===== config.mk =====
export PLATFORM = sky130hd
export DESIGN_NAME = map_mem_arbiter
export DESIGN_NICKNAME = d
export VERILOG_FILES = /design/src/rtl/map_mem_arbiter.sv
export SDC_FILE = /design/constraint.sdc
export NUM_CORES = 1
export LEC_CHECK = 0
export BUFFER_PORTS_ARGS = -buffer_cell sky130_fd_sc_hd__buf_2
export CORE_AREA = 2 2 54 107
export DETAILED_ROUTE_END_ITERATION = 8
export DIE_AREA = 0 0 56 109
export PLACE_DENSITY = 0.51
export SETUP_SLACK_MARGIN = 0.1
export SYNTH_ARGS = -nofsm -noshare
export SYNTH_HDL_FRONTEND = slang
export SYNTH_SLANG_ARGS = --single-unit

===== constraint.sdc =====
create_clock -name clock_i -period 2.6 [get_ports clock_i]
set_input_delay 0.52 -clock clock_i [delete_from_list [all_inputs] [get_ports clock_i]]
set_output_delay 0.52 -clock clock_i [all_outputs]
set_load 0.05 [all_outputs]

===== src/rtl/map_mem_arbiter.sv =====
// map_mem_arbiter
//   Owns the single-port map RAM. A rising edge on restore_i copies one ROM map bank
//   into RAM (N_CELLS cells) and then raises fim_restore_o until restore_i falls.
//   Outside a copy, the RAM read port is shared between the collision checker (col_*)
//   and the display scanner (disp_*), one read per cycle. Collision has priority, but
//   the display wins the next slot after DISP_MAX_WAIT consecutive denials.
//
//   Optional feature macro: MAP_SUM_EN adds map_sum_o, the mod-256 sum of the cells
//   written by the last copy. Without it the port and adder are absent.
//
//   Ports
//     clock_i, reset_i          clock, synchronous active-low reset
//     restore_i, mapa_sel_i     copy request (edge-started) and ROM bank select
//     rom_addr_o, rom_data_i    ROM interface {bank, cell}, 1-cycle read latency
//     fim_restore_o             copy complete, held until restore_i falls
//     col_*/disp_*              read ports: req/addr in, gnt/valid/data out
//     ram_*                     RAM interface, 1-cycle read latency
//     busy_o, db_estado_o       copy in progress, debug state code
//
//   state | meaning
//   IDLE  | waiting; arbitrates reads; restore edge starts a copy
//   COPY  | issuing ROM reads, writing the previous cell each cycle
//   LAST  | writing the final cell
//   DONE  | copy complete; arbitrates reads until restore falls
module map_mem_arbiter #(
    parameter int ADDR_W        = 6,
    parameter int DATA_W        = 4,
    parameter int N_CELLS       = 64,
    parameter int DISP_MAX_WAIT = 4
) (
    input  logic              clock_i,
    input  logic              reset_i,
    input  logic              restore_i,
    input  logic [1:0]        mapa_sel_i,
    output logic [ADDR_W+1:0] rom_addr_o,
    input  logic [DATA_W-1:0] rom_data_i,
    output logic              fim_restore_o,
    input  logic              col_req_i,
    input  logic [ADDR_W-1:0] col_addr_i,
    output logic              col_gnt_o,
    output logic              col_valid_o,
    output logic [DATA_W-1:0] col_data_o,
    input  logic              disp_req_i,
    input  logic [ADDR_W-1:0] disp_addr_i,
    output logic              disp_gnt_o,
    output logic              disp_valid_o,
    output logic [DATA_W-1:0] disp_data_o,
    output logic              ram_we_o,
    output logic [ADDR_W-1:0] ram_addr_o,
    output logic [DATA_W-1:0] ram_wdata_o,
    input  logic [DATA_W-1:0] ram_rdata_i,
`ifdef MAP_SUM_EN
    output logic [7:0]        map_sum_o,
`endif
    output logic              busy_o,
    output logic [3:0]        db_estado_o
);

    localparam logic [ADDR_W-1:0] LAST_IDX = ADDR_W'(N_CELLS - 1);
    localparam int CNT_W = $clog2(DISP_MAX_WAIT + 1);
    localparam logic [CNT_W-1:0] CNT_MAX = CNT_W'(DISP_MAX_WAIT);

    typedef enum logic [1:0] {
        IDLE = 2'd0,
        COPY = 2'd1,
        LAST = 2'd2,
        DONE = 2'd3
    } state_t;

    state_t            state_q, state_d;
    logic [ADDR_W-1:0] idx_q, idx_d;
    logic [1:0]        sel_q, sel_d;
    logic              restore_q;
    logic [CNT_W-1:0]  starv_q, starv_d;
    logic              col_valid_q, disp_valid_q;
    logic [DATA_W-1:0] col_hold_q, disp_hold_q;

    logic              rise;
    logic              can_grant;
    logic              disp_wins;

    assign rise = restore_i & ~restore_q;
    // Display has waited long enough: it takes this slot even if col is requesting.
    assign disp_wins = disp_req_i && (starv_q >= CNT_MAX);

    always_comb begin
        state_d     = state_q;
        idx_d       = idx_q;
        sel_d       = sel_q;
        starv_d     = starv_q;
        can_grant   = 1'b0;
        ram_we_o    = 1'b0;
        ram_addr_o  = '0;
        ram_wdata_o = '0;
        col_gnt_o   = 1'b0;
        disp_gnt_o  = 1'b0;

        case (state_q)
            IDLE: begin
                if (rise) begin
                    state_d = COPY;
                    sel_d   = mapa_sel_i;
                    idx_d   = '0;
                end else begin
                    can_grant = 1'b1;
                end
            end
            COPY: begin
                if (!restore_i) begin
                    state_d = IDLE;
                end else begin
                    // rom_data_i now holds the cell addressed last cycle (idx-1).
                    if (idx_q != '0) begin
                        ram_we_o    = 1'b1;
                        ram_addr_o  = idx_q - ADDR_W'(1);
                        ram_wdata_o = rom_data_i;
                    end
                    if (idx_q == LAST_IDX) begin
                        state_d = LAST;
                    end else begin
                        idx_d = idx_q + ADDR_W'(1);
                    end
                end
            end
            LAST: begin
                if (!restore_i) begin
                    state_d = IDLE;
                end else begin
                    ram_we_o    = 1'b1;
                    ram_addr_o  = idx_q;
                    ram_wdata_o = rom_data_i;
                    state_d     = DONE;
                end
            end
            DONE: begin
                can_grant = 1'b1;
                if (!restore_i) begin
                    state_d = IDLE;
                end
            end
            default: state_d = IDLE;
        endcase

        if (can_grant && reset_i) begin
            if (col_req_i && !disp_wins) begin
                col_gnt_o  = 1'b1;
                ram_addr_o = col_addr_i;
            end else if (disp_req_i) begin
                disp_gnt_o = 1'b1;
                ram_addr_o = disp_addr_i;
            end
        end

        if (!reset_i) begin
            ram_we_o = 1'b0;
        end

        if (!disp_req_i || disp_gnt_o) begin
            starv_d = '0;
        end else if (starv_q != CNT_MAX) begin
            starv_d = starv_q + CNT_W'(1);
        end
    end

    always_ff @(posedge clock_i) begin
        if (!reset_i) begin
            state_q      <= IDLE;
            idx_q        <= '0;
            sel_q        <= '0;
            restore_q    <= 1'b0;
            starv_q      <= '0;
            col_valid_q  <= 1'b0;
            disp_valid_q <= 1'b0;
            col_hold_q   <= '0;
            disp_hold_q  <= '0;
        end else begin
            state_q      <= state_d;
            idx_q        <= idx_d;
            sel_q        <= sel_d;
            restore_q    <= restore_i;
            starv_q      <= starv_d;
            col_valid_q  <= col_gnt_o;
            disp_valid_q <= disp_gnt_o;
            if (col_valid_q) begin
                col_hold_q <= ram_rdata_i;
            end
            if (disp_valid_q) begin
                disp_hold_q <= ram_rdata_i;
            end
        end
    end

    // Read data is passed straight through in the valid cycle and held afterwards.
    assign col_valid_o   = col_valid_q;
    assign disp_valid_o  = disp_valid_q;
    assign col_data_o    = col_valid_q  ? ram_rdata_i : col_hold_q;
    assign disp_data_o   = disp_valid_q ? ram_rdata_i : disp_hold_q;
    assign rom_addr_o    = {sel_q, idx_q};
    assign fim_restore_o = (state_q == DONE);
    assign busy_o        = (state_q == COPY) || (state_q == LAST);
    assign db_estado_o   = {2'b00, state_q};

`ifdef MAP_SUM_EN
    logic [7:0] sum_q;

    always_ff @(posedge clock_i) begin
        if (!reset_i) begin
            sum_q <= '0;
        end else if (state_q == IDLE && rise) begin
            sum_q <= '0;
        end else if (ram_we_o) begin
            sum_q <= sum_q + 8'(rom_data_i);
        end
    end

    assign map_sum_o = sum_q;
`endif

endmodule


# --- After elaboration in Yosys (flattened, before gate mapping) ---
# Cells that the tools add are included.
totals:
  wordCells: 75
  mem_count: 0
  ram_bits: 0
  out_inout_bits: 37
  register_bits: 24
  latch_bits: 0
  in_bits: 27
  romBits: 0
op_classes:
  div: 0
  n_addsub: 3
  mul: 0
  n_shift: 0
  n_eq_ne: 10
  n_mux: 35
  n_bitwise: 3
  reduce_logical: 14
  n_lt_le_gt_ge: 1
ops:
  columns: ["op", "n"]
  rows:
  - ["two-way mux 6 bit", 9]
  - ["one-hot mux 6 bit (2 select lines)", 2]
  - ["two-way mux 4 bit", 5]
  - ["two-way mux 1 bit", 10]
  - ["two-way mux 2 bit", 5]
  - ["inequality test 2 bit (second input constant)", 4]
  - ["one-hot mux 2 bit (4 select lines)", 1]
  - ["one-hot mux 4 bit (2 select lines)", 1]
  - ["adder 6 x 1 -> 6 bit (second input constant)", 1]
  - ["equality test 6 bit (second input constant)", 1]
  - ["inequality test 3 bit (second input constant)", 2]
  - ["nonzero test 6 bit", 1]
  - ["subtractor 6 x 1 -> 6 bit (second input constant)", 1]
  - ["equality test 2 bit (second input constant)", 2]
  - ["one-hot mux 1 bit (2 select lines)", 2]
  - ["AND reduction 4 bit", 1]
  - ["adder 3 x 1 -> 3 bit (second input constant)", 1]
  - [">= comparator 3 bit (second input constant)", 1]
  - ["logical AND 1 bit", 3]
  - ["AND reduction 3 bit", 1]
  - ["equality test 2 x 1 -> 1 bit (second input constant)", 1]
  - ["zero test 1 bit", 2]
  - ["zero test 2 bit", 1]
  - ["logical OR 1 bit", 2]
  - ["5 further kinds", 6]

# --- Longest topological paths before layout ---
depth:
  word_depth: 8
  depth_mapped: 8

# --- Worst setup path before layout ---
# No wires, ideal clock.
synth_timing:
  path_type: "register to output"
  start: "register state_q[0]"
  end: "output port ram_addr_o[2]"
  path_buffers: 2
  arrival_ps: 3044
  slack_ps: -964
  stages_incl_launch_ff: 9
  cell_sequence: "dfxtp_1 inv_1 ha_1 clkbuf_1 inv_1 nand2_1 or2_2 clkbuf_1 o221ai_1"
synth_via:
  elab_chain_cells: 5
synth_rtl:
  columns: ["item", "line", "rtl"]
  rows:
  - ["start, declared", "70", "state_t state_q, state_d;"]
  - ["start signal, assigned", "177", "state_q <= state_d;"]
  - ["equality test 2 bit / equality test 2 x 1 -> 1 bit (equally long branches)", "98", "case (state_q)"]
  - ["one-hot mux 6 bit (2 select lines)", "98", null]
  - ["two-way mux 6 bit", "148", "end else if (disp_req_i) begin"]
  - ["two-way mux 6 bit", "145", "if (col_req_i && !disp_wins) begin"]
  - ["two-way mux 6 bit (*)", "144", "if (can_grant && reset_i) begin"]
  - ["end, declared", "49", "output logic [ADDR_W-1:0] ram_addr_o,"]
# Mark *: on every way between the ends. The rest lies on a longest branch, timed or not.

# --- Worst setup path in the final report ---
layout_timing:
  start: "register state_q[1]"
  end: "output port ram_addr_o[5]"
# Same word-level chain as after synthesis.

==> impl_metrics.tcl <==
set metrics [dict create \
    ys_types 41 \
    relSlewSlack_pct 52.0 \
    power.density_mw_per_mm2 575 \
    first_pass_iters 4 \
    antenna_found_initial 0 \
    rsz0062_at_grt "yes" \
    clock_latency_ps 270 \
    wire_per_inst_um 13.0 \
    synth_warnings 0 \
    crit_path_end_kind "primary output" \
    routed_wl_mm 3.96 \
    drc 0 \
    slew_violations 0 \
    cp_slowest_stage_delay_ps 390 \
    avgViaCountPerCell 5.07 \
    finalHoldViolCount 0 \
    p_comb_share_pct 45.7 \
    die_height_um 109 \
    status "finished clean" \
    p_int_w 0.000720 \
    die_w_um 56 \
    p_seq_share_pct 33.9 \
    power_w 0.00124 \
    drtAntennaViolNets 0 \
    synth_top_area_share_pct 31.2 \
    drive_gt1_share_pct 43.7 \
    timing.fmax_ghz 0.409 \
    timing.final.crit_share_pct 94.1 \
    grt_util_all_layers_pct 13.6 \
    ir_drop_uv 423 \
    syn-mean-instance-area_um2 8.40 \
    clk_path_buf_depth 2 \
    path_clk_slew_ps 80 \
    core_area_mm2 0.00533 \
    postCtsHoldBufs 0 \
    num_vias 1546 \
    ys_ff_latch 24 \
    grt_pass1_wl_mm 6.77 \
    switchingPower_w 0.000516 \
    synth_top_area_cell "dfxtp_1" \
    synth_cells 183 \
    cp_slowest_cell "dfxtp_4" \
    drv_cap 0 \
    syn_to_final_growth_pct 39.6 \
    hold_path_class "input port to register" \
    grt_overflow_total 0 \
    grt_pass1_vias 1475 \
    cts.sinks 24 \
    diodes 0 \
    required_ps 2080 \
    start_kind "register" \
    portBuffers 61 \
    cts_made_buffers 3 \
    gp_congestion 0.824 \
    initial_core_util_pct 28.9 \
    fin_setup_tns_ps 0 \
    grt_max_degree 21 \
    drtIter0Drc 43 \
    row_count 38 \
    utilization_pct 40.3 \
    arrival_ps 1930 \
    cts_root_buffer "clkbuf_8" \
    cpMostUsedCell "inv_4" \
    die-area_mm2 0.00610 \
    worst-setup-path-type "register to primary output" \
    yosysSeqAreaShare_pct 31.2 \
    worstMarginPinSlew_ps 711 \
    ios 64 \
    fin_skew_ps 4.22 \
    p_clk_share_pct 20.5 \
    layout.nets 282 \
    finalCriticalPeriod_ps 2450 \
    path_cells "inv_4, ha_4, inv_4, nand2_1, o32a_1, o31ai_2, buf_2" \
    cts_tree "done" \
    finalSetupViolCount 0 \
    cp_max_fo 10 \
    cellLeakagePower_nw 0.922 \
    dp_hpwl_mm 3.22 \
    h-tree-depth 1 \
    syn_area_mm2 0.00154 \
    switching_share_pct 41.7 \
    netlist_top_cells_area "dfxtp_1 31%, ha_1 7.3%, and2_1 6.1%" \
]
## Yosys cell counts, drive strengths merged
cell type  count
dfxtp         24
conb           1
o311ai         1
nand4          4
a21oi          9
ha             9
nor2b          5
nand2b         2
and2          15
a22oi          2
o211a          1
a31oi          2
mux2           8
o221ai         1
or2            2
nand3          5
a21boi         3
nor2          10
nand3b         2
o21a           1
o22ai          3
inv           12
nand2         14
a32oi          6
buf            6
o31ai          4
clkbuf         5
xnor2          1
or3            1
o32a           1
o2111ai        1
o211ai         3
o21ai          7
or4            3
nor3           4
mux2i          5
## layout by cell type, fill, tap and decap left out, types with 4 or more instances in the layout
master | Yosys | routed
buf_2 | 4 | 50
dfxtp_1 | 24 | 20
nand2_1 | 14 | 14
buf_4 | 2 | 13
and2_1 | 15 | 10
inv_1 | 12 | 9
a21oi_1 | 9 | 9
nor2_1 | 10 | 9
mux2_2 | 8 | 8
o21ai_0 | 7 | 7
ha_1 | 9 | 7
a32oi_1 | 6 | 6
and2_2 | 0 | 5
mux2i_1 | 5 | 5
nand4_1 | 4 | 4
nand3_1 | 4 | 4
nor2b_1 | 5 | 4
clkbuf_8 | 0 | 4
## critical path, delay by kind of cell, from the launching register on
kind                     cells  cell delay, ps
buffers and inverters        3             440
adder cells (fa/ha/maj)      1             280
AND/OR/NAND/NOR              1              90
flip-flops                   1             390
AO/OA/AOI/OAI                2             440
## power by group through the flow
| stage | Sequential, W | Combinational (W) | Clock [W] |
|---|---|---|---|
| floorplan | 0.000472 | 0.000420 | 0 |
| global placement | 0.000427 | 0.000552 | 0 |
| detailed placement | 0.000429 | 0.000552 | 0 |
| CTS | 0.000420 | 0.000564 | 0.000262 |
| global route | 0.000424 | 0.000605 | 0.000277 |
| finish | 0.000419 | 0.000564 | 0.000253 |
## what timing repair did
action / CTS / global route
pin swaps: 0 / 2
gates resized for setup: 7 / 16
buffers inserted: 0 / 0
endpoints found under the setup margin: 12 / 11
## metal layers
layer,track usage [%],vias up,routed length [µm]
met4,4.08,0,65
met2,21.8,70,1760
met1,18.3,686,1820
met5,0,-,0
met3,2.61,10,321
li1,-,780,-
## layout make-up
class                           instances  area [µm²]
Fill cell                             589        3180
Multi-Input combinational cell        137        1080
Sequential cell                        24         490
Timing Repair Buffer                   68         397
Tap cell                               60        75.1
Clock buffer                            4        55.1
Inverter                               12        50.0
## worst paths after layout
check	cells past startpoint	slack (ps)	to	startpoint
worst max-delay path	7	150	ram_addr_o[5]	state_q[1]$_SDFFE_PN0P_
worst min-delay path	3	500	sel_q[0]$_SDFFE_PN0P_	mapa_sel_i[0]
worst max register to register	5	930	starv_q[2]$_SDFFE_PP0N_	starv_q[2]$_SDFFE_PP0N_
worst min register to register	2	510	starv_q[1]$_SDFFE_PP0N_	starv_q[1]$_SDFFE_PP0N_
## logic make-up (layout without fill, tap and decap cells)
logic type / Yosys count / count (layout) / synth area share [%]
AO/OA/AOI/OAI: 45 / 45 / 20.9
XOR/XNOR: 1 / 1 / 0.570
adder cells (fa/ha/maj): 9 / 9 / 7.32
buffers and inverters: 23 / 84 / 6.43
flip-flops: 24 / 24 / 31.2
multiplexers: 13 / 13 / 9.11
other: 1 / 2 / 0.244
AND/OR/NAND/NOR: 67 / 67 / 24.2
## metrics by stage
step                cell area (µm²)  std cells  setup slack, ps  hold slack, ps
finish                         2150        305              152             503
global route                   2150        305             89.5             507
CTS                            2120        305              108             504
detailed placement             2030        301              176             501
global placement               2030        301              216             489
floorplan                      1690        184             89.2             474
## state kept, by name, summed over array words and instances, names as in the netlist
register / flops
idx_q: 6
col_hold_q: 4
disp_hold_q: 4
starv_q: 3
sel_q: 2
state_q: 2
col_valid_o: 1
disp_valid_o: 1
restore_q: 1
Note: power is estimated with default switching activity, not from simulation.
